===== config.mk =====
export PLATFORM = sky130hd
export DESIGN_NAME = data_mem_port
export DESIGN_NICKNAME = d
export VERILOG_FILES = /design/src/rtl/data_mem_port.sv
export SDC_FILE = /design/constraint.sdc
export NUM_CORES = 1
export LEC_CHECK = 0
export ABC_AREA = 1
export CORE_MARGIN = 2
export CORE_UTILIZATION = 40
export CTS_CLUSTER_SIZE = 10
export DETAILED_ROUTE_END_ITERATION = 6
export PLACE_DENSITY = 0.68
export REMOVE_ABC_BUFFERS = 1
export SYNTH_ARGS = -nofsm -noshare
export SYNTH_HDL_FRONTEND = slang
export SYNTH_SLANG_ARGS = --single-unit

===== constraint.sdc =====
create_clock -name clock -period 2.25 [get_ports clock]
set_input_delay 0.3375 -clock clock [delete_from_list [all_inputs] [get_ports clock]]
set_output_delay 0.3375 -clock clock [all_outputs]
set_load 0.01 [all_outputs]

===== src/rtl/data_mem_port.sv =====
// data_mem_port: byte/half/word load-store responder over a word-wide SRAM, splitting word-crossing accesses
module data_mem_port #(
    parameter int ADDR_W = 14
) (
    input  logic              clock,
    input  logic              reset_n,
    input  logic              req_valid,
    output logic              req_ready,
    input  logic              req_wEn,
    input  logic [1:0]        req_size,
    input  logic              req_sign,
    input  logic [31:0]       req_addr,
    input  logic [31:0]       req_wdata,
    output logic              resp_valid,
    output logic [31:0]       resp_rdata,
    output logic              resp_err,
    output logic              mem_en,
    output logic              mem_we,
    output logic [ADDR_W-1:0] mem_addr,
    output logic [3:0]        mem_be,
    output logic [31:0]       mem_wdata,
    input  logic [31:0]       mem_rdata
);
    localparam logic [2:0] IDLE   = 3'd0;
    localparam logic [2:0] ISSUE0 = 3'd1;
    localparam logic [2:0] ISSUE1 = 3'd2;
    localparam logic [2:0] CAPT   = 3'd3;
    localparam logic [2:0] RESP   = 3'd4;

    logic [2:0]        state_q, state_d;
    logic              wen_q, wen_d;
    logic [1:0]        size_q, size_d;
    logic              sign_q, sign_d;
    logic [1:0]        off_q, off_d;
    logic [ADDR_W-1:0] word_q, word_d;
    logic [31:0]       wdata_q, wdata_d;
    logic [31:0]       lo_q, lo_d;
    logic              err_q, err_d;
    logic [31:0]       rdata_q, rdata_d;

    logic [3:0]        lane_n;
    logic [7:0]        mask;
    logic              split;
    logic [ADDR_W-1:0] word1;
    logic [63:0]       st_wide;
    logic [31:0]       ld_raw;
    logic [31:0]       ld_ext;
    logic              issue0, issue1;
    logic              unused_addr;

    assign unused_addr = ^req_addr[31:ADDR_W+2];

    // Lane mask, second-word address, shifted store data and aligned/extended load data
    always_comb begin
        lane_n  = size_q == 2'b00 ? 4'b0001 : size_q == 2'b01 ? 4'b0011 : 4'b1111;
        mask    = {4'b0000, lane_n} << off_q;
        split   = |mask[7:4];
        word1   = word_q + ADDR_W'(1);
        st_wide = {32'b0, wdata_q} << {off_q, 3'b000};
        ld_raw  = 32'({(split ? mem_rdata : 32'b0), (split ? lo_q : mem_rdata)} >> {off_q, 3'b000});
        ld_ext  = size_q == 2'b00 ? {{24{sign_q & ld_raw[7]}}, ld_raw[7:0]} :
                  size_q == 2'b01 ? {{16{sign_q & ld_raw[15]}}, ld_raw[15:0]} : ld_raw;
    end

    assign issue0     = state_q == ISSUE0;
    assign issue1     = state_q == ISSUE1;
    assign req_ready  = state_q == IDLE;
    assign resp_valid = state_q == RESP;
    assign resp_err   = resp_valid & err_q;
    assign resp_rdata = rdata_q;
    assign mem_en     = issue0 | issue1;
    assign mem_we     = mem_en & wen_q;
    assign mem_addr   = issue0 ? word_q : issue1 ? word1 : '0;
    assign mem_be     = issue0 ? mask[3:0] : issue1 ? mask[7:4] : 4'b0000;
    assign mem_wdata  = issue0 ? st_wide[31:0] : issue1 ? st_wide[63:32] : 32'b0;

    // Request latch and access sequencing; response data is cleared at accept so stores and errors return 0
    always_comb begin
        state_d = state_q;
        wen_d   = wen_q;
        size_d  = size_q;
        sign_d  = sign_q;
        off_d   = off_q;
        word_d  = word_q;
        wdata_d = wdata_q;
        lo_d    = lo_q;
        err_d   = err_q;
        rdata_d = rdata_q;
        case (state_q)
            IDLE: if (req_valid) begin
                wen_d   = req_wEn;
                size_d  = req_size;
                sign_d  = req_sign;
                off_d   = req_addr[1:0];
                word_d  = req_addr[ADDR_W+1:2];
                wdata_d = req_wdata;
                err_d   = &req_size;
                rdata_d = 32'b0;
                state_d = &req_size ? RESP : ISSUE0;
            end
            ISSUE0: state_d = split ? ISSUE1 : wen_q ? RESP : CAPT;
            ISSUE1: begin
                lo_d    = mem_rdata;
                state_d = wen_q ? RESP : CAPT;
            end
            CAPT: begin
                rdata_d = ld_ext;
                state_d = RESP;
            end
            default: state_d = IDLE;
        endcase
    end

    // State and datapath registers
    always_ff @(posedge clock or negedge reset_n) begin
        if (!reset_n) begin
            state_q <= IDLE;
            wen_q   <= 1'b0;
            size_q  <= 2'b00;
            sign_q  <= 1'b0;
            off_q   <= 2'b00;
            word_q  <= '0;
            wdata_q <= 32'b0;
            lo_q    <= 32'b0;
            err_q   <= 1'b0;
            rdata_q <= 32'b0;
        end else begin
            state_q <= state_d;
            wen_q   <= wen_d;
            size_q  <= size_d;
            sign_q  <= sign_d;
            off_q   <= off_d;
            word_q  <= word_d;
            wdata_q <= wdata_d;
            lo_q    <= lo_d;
            err_q   <= err_d;
            rdata_q <= rdata_d;
        end
    end
endmodule


## Word level (Yosys, flattened, before mapping)

Index checks and enable logic that the tools add are counted.
Widths: inputs -> output; s select.

- Register bits: 120
- Output and inout port bits: 87
- Word-level logic and storage cells: 51

- $add $sub $neg: 1
- Eq/ne operators: 6
- Shifts and indexed selects: 3
- Mux-type cells: 19
- Bitwise logic cells: 5
- Reductions and logical operators: 7

Operators with widths:

| cell | count |
|---|---|
| $mux 32 | 7 |
| $pmux 32 s2 | 1 |
| $shl 32x5->64 | 1 |
| $shr 64x5->32 | 1 |
| $mux 14 | 2 |
| $mux 4 | 4 |
| $add 14x1->14 const B | 1 |
| $mux 3 | 4 |
| $pmux 3 s4 | 1 |
| $shl 4x2->8 | 1 |
| $eq 3x2->1 const B | 2 |
| $reduce_and 2->1 | 3 |
| $and 1x1->1 | 4 |
| $reduce_or 4->1 | 1 |
| $eq 3x1->1 const B | 1 |
| $eq 3x3->1 const B | 1 |
| $logic_not 3->1 | 1 |
| $eq 2x1->1 const B | 1 |
| $logic_not 2->1 | 1 |
| $ne 2x2->1 const B | 1 |
| $reduce_bool 2->1 | 1 |
| $or 1x1->1 | 1 |

## Depth between registers and ports, before layout

Gate-level depths: netlist (run 1).

- Depth in word-level cells: 11
- Gate-level depth with buffers: 14
- Gate-level depth less buffers: 12

## Worst setup path after synthesis (run 1)

OpenSTA, ideal clock, no wires.

- Path kind: reg-to-output
- Start point: reg state_q[2]
- End point: out mem_wdata[2]
- Arrival time: 1.567 ns
- Data required time: 1.913 ns
- Slack: 0.345 ns
- Cell stages (with the launch flop): 7
- Path buffers: 1
- Cell sequence: dfrtp_1 > nor3_4 > inv_2 > nor2_1 > buf_2 > nand2_1 > o22ai_1

- Cells in the longest elaborated chain, start to end: 3
- Elaborated cells on any way between the ends: 4
- Those cells by class: eq/ne: 2; mux: 2

Ends and longest elaborated chain:

| what | line | RTL |
|---|---|---|
| start: declaration | 30 | `logic [2:0] state_q, state_d;` |
| start signal: assignment | 128 | `state_q <= state_d;` |
| $eq 3x2->1 | 66 | `assign issue1 = state_q == ISSUE1;` |
| $mux 32 | 75 | `assign mem_wdata = issue0 ? st_wide[31:0] : issue1 ? st_wide[63:32] : 32'b0;` |
| $mux 32 * | 75 |  |
| end: declaration | 21 | `output logic [31:0] mem_wdata,` |

Every way passes the cells marked *; elsewhere a longest branch is shown, timed or not.

## Final worst setup path (run 1)

- Start point: reg word_q[1]
- End point: out mem_addr[9]

- Cells in the longest elaborated chain, start to end: 3

Ends and longest elaborated chain:

| what | line | RTL |
|---|---|---|
| start: declaration | 35 | `logic [ADDR_W-1:0] word_q, word_d;` |
| start signal: assignment | 133 | `word_q <= word_d;` |
| $add 14x1->14 | 58 | `word1 = word_q + ADDR_W'(1);` |
| $mux 14 (2 in series) | 73 | `assign mem_addr = issue0 ? word_q : issue1 ? word1 : '0;` |
| end: declaration | 19 | `output logic [ADDR_W-1:0] mem_addr,` |

Every way passes these cells.

==> impl_metrics.yaml, run 1 <==
global_routing:
  grt_pass1_wl_um: 39250
  grt_max_degree: 50
  grt_overflow: 0
  antenna_found_initial: 0
  first_global_vias: 7710
  track_usage_pct: 25.24
synth:
  yosysMostFrequentCell: "nand2_1"
  synth.top_cells.by_area: "dfrtp_1 41%, nand2_1 14%, nand3_1 7.1%, o21ai_0 5.5%, a21oi_1 3.7%"
  ys.flop_type: "dfrtp_1"
  synth_edf_count: 0
  ys_ff_latch: 120
  syn_avg_cell_area_um2: 7.296
  yosys.area.top_type_share_pct: 40.79
  synth_top_area_cell: "dfrtp_1"
  yosysWarnings: 0
  synth_commonest_cells: "273 x nand2_1, 120 x dfrtp_1, 105 x nand3_1"
  async_reset_ff_share_pct: 100.0
  syn_area_um2: 7362
  yosysSeqAreaShare_pct: 40.79
  synth_cells: 1009
  synth.distinct_cells: 46
timing:
  fmax_mhz: 409.8
  report.final.slew_viol_count: 0
  worst_pin_slew_ns: 0.5993
  final-hold-violation-count: 0
  setup_tns_ns: -3.625
  fin_crit_ns: 2.440
  finalCritPeriodShare_pct: 108.5
  slew_headroom_pct: 59.99
  finalSetupViolCount: 43
  setup_ws_ns: -0.1905
  rsz0062_at_grt: "yes"
  skew_ns: 0.008720
setup_path:
  startpoint: "word_q[1]"
  reg2reg_to: "resp_rdata[14]"
  r2r-start: "off_q[0]"
  crit_required_ns: 1.91
  reg2reg_setup_slack_ns: 0.15
  start_kind: "flop"
  critical_path.endpoint: "mem_addr[9]"
  worstSetupPathType: "reg2out"
  cp.arrival_ns: 2.10
  end_kind: "output pin"
  r2r_cells: 13
  crit_path_max_fanout: 3
clocking:
  cts-root-buf: "clkbuf_16"
  clk_latency_ns: 0.42
  clockBufferDepth: 2
  cts_buffers: 17
  clock_sinks: 120
  path_clk_slew_ns: 0.06
  htreeDepth: 4
  cts_tree: "done"
drt:
  drtIter0Drc: 610
  first_pass_iters: 6
  wire_per_inst_um: 17.58
  routed_wl_um: 25880
  vias_per_cell: 5.397
  drc_errors: 0
  via_count: 7944
  ant_nets: 0
power:
  finalPower_mw: 16.56
  ir_worst_vdd_mv: 0.8961
  p_per_area_nw_per_um2: 1501
  p_leak_nw: 5.180
flow_run:
  drv_cap: 0
final_layout:
  nets: 1334
  syn_to_final_growth_pct: 49.90
  layout.cells.non_filler: 1472
  antenna_cells: 0
  drive_gt1_share_pct: 24.38
floorplanning:
  num_io_pins: 190
  die_h_um: 139.7
  initial_core_util_pct: 40.84
  rows: 49
  die_area_um2: 19510
  core-area_um2: 18020
  die_x_um: 139.7
placement:
  portBuffers: 173
  dp_cells: 1395
  gp_congestion: 0.8792
  dp_hpwl_um: 15500
worst_hold_path:
  hold_path.class: "in2async"
outcome:
  violations: "negative setup slack"
  status: "finished with violations"
cells by family after synthesis:
family	count (synthesis)	share of synthesized area, %
flip-flops	120	40.79
buffers and inverters	154	8.854
AND/OR/NAND/NOR	466	27.31
adder cells (fa/ha/maj)	1	0.1699
AO/OA/AOI/OAI	240	18.68
multiplexers	26	3.960
XOR/XNOR	2	0.2380
what timing repair did:
item,4_1_cts,5_1_grt
endpoints found under the hold margin,37,0
gates resized for setup,253,140
setup buffers,28,18
endpoints found under the setup margin,52,75
hold buffers,1,0
pin swaps,18,26
gates cloned,2,5
state kept, by name, indices dropped and copies added (netlist names):
name        cells
err_q           1
lo_q           32
off_q           2
resp_rdata     32
sign_q          1
size_q          2
state_q         3
wdata_q        32
wen_q           1
word_q         14
per-layer routing:
layer	global-route usage [%]	wire, µm
met3	8.293	2317
met5	0	0
met2	41.51	12380
met1	31.82	10680
met4	7.474	498
through the flow:
stage | util (%) | setup slack [ns] | hold WS, ns | instance area, µm²
6_report | 61.22 | -0.1905 | 0.4492 | 11040
5_1_grt | 61.22 | -0.2962 | 0.4805 | 11040
4_1_cts | 57.67 | -0.2264 | 0.4678 | 10400
3_5_place_dp | 52.72 | -0.1761 | 0.3650 | 9503
3_3_place_gp | 52.72 | -0.1430 | 0.3602 | 9503
2_1_floorplan | - | -1.502 | 0.04191 | 7043
critical path: stages, from the launching register on:
cell and delay [ns]:
dfrtp_1 0.39, buf_6 0.13, nand3_4 0.09, nor2_4 0.12, nand2_2 0.10, nor2_4 0.14, nand2_2 0.09, nor2_2 0.13
buf_4 0.15, a21oi_1 0.06, o21ai_1 0.07, o21ai_1 0.07, buf_2 0.14
where the power goes:
part	switching [mW]	internal (mW)	leakage, nW
clock network	0.995	1.48	0.262
registers	0.731	3.16	1.47
logic	5.99	4.21	3.45
how the worst min path moves through the flow:
| stage | to | start | slack, ns |
|---|---|---|---|
| after floorplan | err_q | reset_n | 0.04 |
| after global placement | resp_rdata[5] | reset_n | 0.36 |
| after detailed placement | resp_rdata[5] | reset_n | 0.36 |
| after CTS | resp_rdata[5] | reset_n | 0.47 |
| after global routing | wdata_q[1] | req_wdata[1] | 0.48 |
| final | resp_rdata[5] | reset_n | 0.45 |
layout by cell type (no fill, tap or decap), drive strengths merged, types with 2 or more instances in the layout:
cell type        n
o221ai           8
a211oi           2
inv             86
nor2            64
o2111ai          5
nand2          284
nor3             3
clkinv          10
clkbuf          26
clkdlybuf4s50  119
buf            135
a21oi           65
o211ai          13
mux2            25
o31ai            2
clkinvlp         2
xor2             2
o32ai            2
o21ai          117
o22ai           21
a31oi            2
or2              3
dlygate4sd2      4
o21a             2
nand3          111
dfrtp          120
final cells by class:
type / count / area (µm²)
well taps: 229 / 286.5
multi-input cells: 737 / 4317
flip-flops and latches: 120 / 3009
clock inverters: 9 / 50.05
clock buffers: 23 / 478.0
repair buffers: 264 / 2514
repair inverters: 2 / 20.02
fillers: 1629 / 6989
inverters: 88 / 361.6
Power figures use the tool's default switching activity.
==> run 2: changes to the inputs <==
Settings changed: CORE_UTILIZATION 40 to 25, PLACE_DENSITY 0.68 to default.
==> impl_metrics.yaml, run 2 (synthesized netlist as in run 1, its figures left out) <==
final_layout:
  mostFrequentLayoutCells: "257 x nand2_1, 118 x clkdlybuf4s50_1, 117 x dfrtp_1, 102 x nand3_1, 64 x inv_1"
  nets: 1305
  drive_gt1_share_pct: 22.65
  antenna_cells: 0
  syn_to_final_growth_pct: 48.10
  nFillCells: 3023
  final_common_cell: "nand2_1"
clocking:
  htreeDepth: 4
  clk_latency_ns: 0.42
  cts-root-buf: "clkbuf_16"
  clockBufferDepth: 2
  cts_buffers: 17
  cts_tree: "done"
  path_clk_slew_ns: 0.06
  clock_sinks: 120
placement:
  portBuffers: 173
  dp_hpwl_um: 17490
  gp_congestion: 0.8098
setup_path:
  crit_path_frequent_cell: "nor2_4"
  cp.arrival_ns: 1.97
  crit_slowest_cell: "dfrtp_1"
  end_kind: "output pin"
  start_kind: "flop"
  critical_path.endpoint: "mem_addr[12]"
  startpoint: "word_q[1]"
  reg2reg_to: "resp_rdata[27]"
  crit_required_ns: 1.91
  path_cells: "ha_2, nand2_2, inv_2, nand2_4, nor2_4, nand3_2, nor2_4, nand3_1, nor2_1, o21a_1, buf_2"
  reg2reg_setup_slack_ns: 0.16
  r2r-start: "off_q[1]"
  slowest_delay_ns: 0.37
  r2r_cells: 11
  crit_path_max_fanout: 3
  worstSetupPathType: "reg2out"
timing:
  skew_ns: 0.01210
  finalSetupViolCount: 10
  final-hold-violation-count: 0
  fmax_mhz: 434.2
  slew_headroom_pct: 61.35
  hold-worst-slack_ns: 0.3636
  finalCritPeriodShare_pct: 102.4
  worst_pin_slew_ns: 0.5788
  rsz0062_at_grt: "yes"
  setup_ws_ns: -0.05307
  report.final.slew_viol_count: 0
  fin_crit_ns: 2.303
power:
  p_leak_nw: 5.049
  ir_worst_vdd_mv: 0.6229
  p_per_area_nw_per_um2: 1490
  finalPower_mw: 16.25
drt:
  drc_errors: 0
  first_pass_iters: 5
  via_count: 7742
  ant_nets: 0
  drtIter0Drc: 590
  wire_per_inst_um: 16.31
  vias_per_cell: 4.845
  routed_wl_um: 26070
global_routing:
  first_global_vias: 7412
  grt_overflow: 0
  grt_max_degree: 79
  grt_pass1_wl_um: 41140
  antenna_found_initial: 1
  track_usage_pct: 16.93
floorplanning:
  initial_core_util_pct: 25.51
  die_area_um2: 30840
  die_h_um: 175.6
  num_io_pins: 190
  die_x_um: 175.6
  rows: 62
  core-area_um2: 28860
outcome:
  status: "finished with violations"
  violations: "negative setup slack"
worst_hold_path:
  hold_path.class: "in2async"
flow_run:
  drv_cap: 0
## run 2: worst max-delay path, delay by kind of cell (launching register included)
family                     cells  cell delay (ns)
and+or+nand+nor                7             0.66
DFF                            1             0.37
buffers and inverters          2             0.20
adders and majority gates      1             0.19
AOI/OAI and AO/OA              1             0.12
## run 2: stage by stage
| stage | instance area (µm²) | setup slack [ns] | util, % | TNS [ns] | instances |
|---|---|---|---|---|---|
| floorplan | 7043 | -1.502 | - | -99.86 | 943 |
| global placement | 9704 | -0.1666 | 33.63 | -0.8129 | 1549 |
| detailed placement | 9704 | -0.1819 | 33.63 | -0.9438 | 1549 |
| CTS | 10490 | -0.1287 | 36.33 | -0.8425 | 1590 |
| global route | 10900 | -0.2089 | 37.78 | -2.626 | 1598 |
| finish | 10900 | -0.05307 | 37.78 | -0.3370 | 1598 |
## run 2: what timing repair did
action                                  CTS  global route
setup buffers                             8             5
endpoints found under the setup margin   54            69
gates cloned                              0             3
hold buffers                              1             0
pin swaps                                11            14
gates resized for setup                 247           122
endpoints found under the hold margin    21             0
## run 2: worst min path at each step
stage | startpoint | end
after floorplan | reset_n | err_q
after global placement | reset_n | word_q[13]
after detailed placement | reset_n | word_q[13]
after CTS | reset_n | word_q[13]
after global routing | reset_n | word_q[13]
final | reset_n | word_q[13]
## run 2: layer usage
metal | vias to the layer above | wire length [µm] | GRT usage (%)
li1 | 3778 | - | -
met1 | 3640 | 11360 | 22.07
met2 | 299 | 12330 | 28.30
met3 | 23 | 2104 | 4.242
met4 | 2 | 270 | 3.788
met5 | - | 13 | 0
## run 2: power by group
part | internal (mW) | switching [mW] | total (mW) | leakage [nW]
registers | 3.16 | 0.681 | 3.84 | 1.47
clock network | 1.80 | 1.00 | 2.80 | 0.284
logic | 3.81 | 5.80 | 9.61 | 3.30
## run 2: area by class of cell
class | count | area, µm² | area share, %
Tap cell | 384 | 480.5 | 4.407
Clock buffer | 24 | 471.7 | 4.326
Timing Repair inverter | 2 | 22.52 | 0.2066
Multi-Input combinational cell | 735 | 4248 | 38.96
Sequential cell | 120 | 3009 | 27.60
Inverter | 88 | 352.8 | 3.236
Timing Repair Buffer | 237 | 2198 | 20.16
Clock inverter | 8 | 120.1 | 1.102
==> run 3: changes to the inputs <==
Clock period 2.25 ns to 2.43 ns, I/O delays scaled along.
==> impl_metrics.yaml, run 3 (synthesized netlist as in run 1, its figures left out) <==
final_layout:
  nets: 1289
  mostFrequentLayoutCells: "268 x nand2_1, 120 x clkdlybuf4s50_1, 118 x dfrtp_1, 103 x nand3_1, 77 x o21ai_0"
  final_common_cell: "nand2_1"
  syn_to_final_growth_pct: 41.13
  drive_gt1_share_pct: 17.81
placement:
  gp_congestion: 0.8229
  portBuffers: 173
  dp_hpwl_um: 17310
  pre_cts_ws_ns: -0.1125
global_routing:
  first_global_vias: 7434
  grt_pass1_wl_um: 40790
  antenna_found_initial: 2
  grt_max_degree: 61
  track_usage_pct: 16.93
  grt_overflow: 0
clocking:
  htreeDepth: 4
  cts_tree: "done"
  cts_buffers: 17
  path_clk_slew_ns: 0.06
  clockBufferDepth: 2
  clock_sinks: 120
  cts-root-buf: "clkbuf_16"
  clk_latency_ns: 0.42
timing:
  skew_ns: 0.008201
  finalCritPeriodShare_pct: 99.35
  worst_pin_slew_ns: 0.6162
  final-hold-violation-count: 0
  finalSetupViolCount: 0
  fmax_mhz: 414.2
  slew_headroom_pct: 58.92
  fin_crit_ns: 2.414
  setup_ws_ns: 0.01569
  rsz0062_at_grt: "yes"
  setup_tns_ns: 0
  report.final.slew_viol_count: 0
floorplanning:
  core-area_um2: 28860
  initial_core_util_pct: 25.51
  num_io_pins: 190
  die_area_um2: 30840
  rows: 62
  die_x_um: 175.6
  die_h_um: 175.6
setup_path:
  end_kind: "output pin"
  cp.arrival_ns: 2.05
  worstSetupPathType: "reg2out"
  crit_path_max_fanout: 2
  crit_required_ns: 2.07
  start_kind: "flop"
drt:
  wire_per_inst_um: 16.33
  routed_wl_um: 25810
  first_pass_iters: 5
  vias_per_cell: 4.833
  drtIter0Drc: 630
  ant_nets: 0
  drc_errors: 0
  via_count: 7641
power:
  ir_worst_vdd_mv: 0.6254
  p_per_area_nw_per_um2: 1371
  p_leak_nw: 4.857
flow_run:
  drv_cap: 0
worst_hold_path:
  hold_path.class: "reg2reg"
outcome:
  status: "finished, final reports clean"
==> run 3: layout make-up <==
cell class              count  area, µm²
fillers                  3077      18470
multi-input cells         735       3973
flip-flops and latches    120       3008
repair buffers            223       1982
well taps                 384      480.5
clock buffers              22      474.2
inverters                  88      349.1
clock inverters             8      121.4
diodes                      1      2.502
==> run 3: final timing paths <==
path	slack [ns]	endpoint	depth (start not counted)	start
min in group asynchronous	0.50	word_q[8]	2	reset_n
max in group asynchronous	1.20	lo_q[22]	3	reset_n
max reg2reg	0.17	resp_rdata[10]	11	off_q[1]
min reg2reg	0.47	lo_q[29]	2	lo_q[29]
min	0.47	lo_q[29]	2	lo_q[29]
max	0.02	mem_addr[11]	13	word_q[0]
==> run 3: what timing repair did <==
item,4_1_cts,5_1_grt
resized for setup,116,107
endpoints found under the setup margin,51,43
hold buffers,1,0
gates cloned,0,1
hold endpoints to repair,40,0
pin swaps,11,11
buffers inserted,9,3
==> run 3: metal layers <==
layer	wire, µm	global-route usage (%)	up-vias
li1	-	-	3727
met1	11170	21.74	3563
met2	12050	27.66	310
met3	2086	4.545	39
met4	497	5.475	2
met5	8	0	-
==> run 3: power by group <==
group	leakage, nW	switching (mW)	internal [mW]
Clock	0.292	0.921	1.68
Sequential	1.47	0.626	2.92
Combinational	3.10	4.97	3.13
==> run 3: worst max-delay path, cell delays in order (launching register included) <==
cell     delay (ns)
dfrtp_1        0.39
buf_6          0.13
nand3_4        0.08
nor2_4         0.13
nand2_4        0.08
nor2_4         0.13
nand2_4        0.08
nor2_4         0.12
buf_6          0.11
nand2_2        0.04
nand2_1        0.05
nand3_1        0.07
o21ai_2        0.08
buf_2          0.15
==> run 3: per-stage QoR <==
| stage | total power [mW] | hold WS [ns] | cell area (µm²) | cells | util [%] |
|---|---|---|---|---|---|
| 2_1_floorplan | 8.209 | 0.06891 | 7043 | 943 | - |
| 3_3_place_gp | 11.34 | 0.4198 | 9569 | 1536 | 33.16 |
| 3_5_place_dp | 11.44 | 0.4224 | 9569 | 1536 | 33.16 |
| 4_1_cts | 14.20 | 0.4732 | 10340 | 1576 | 35.84 |
| 5_1_grt | 15.48 | 0.4855 | 10390 | 1581 | 36.00 |
| 6_report | 14.25 | 0.4733 | 10390 | 1581 | 36.00 |
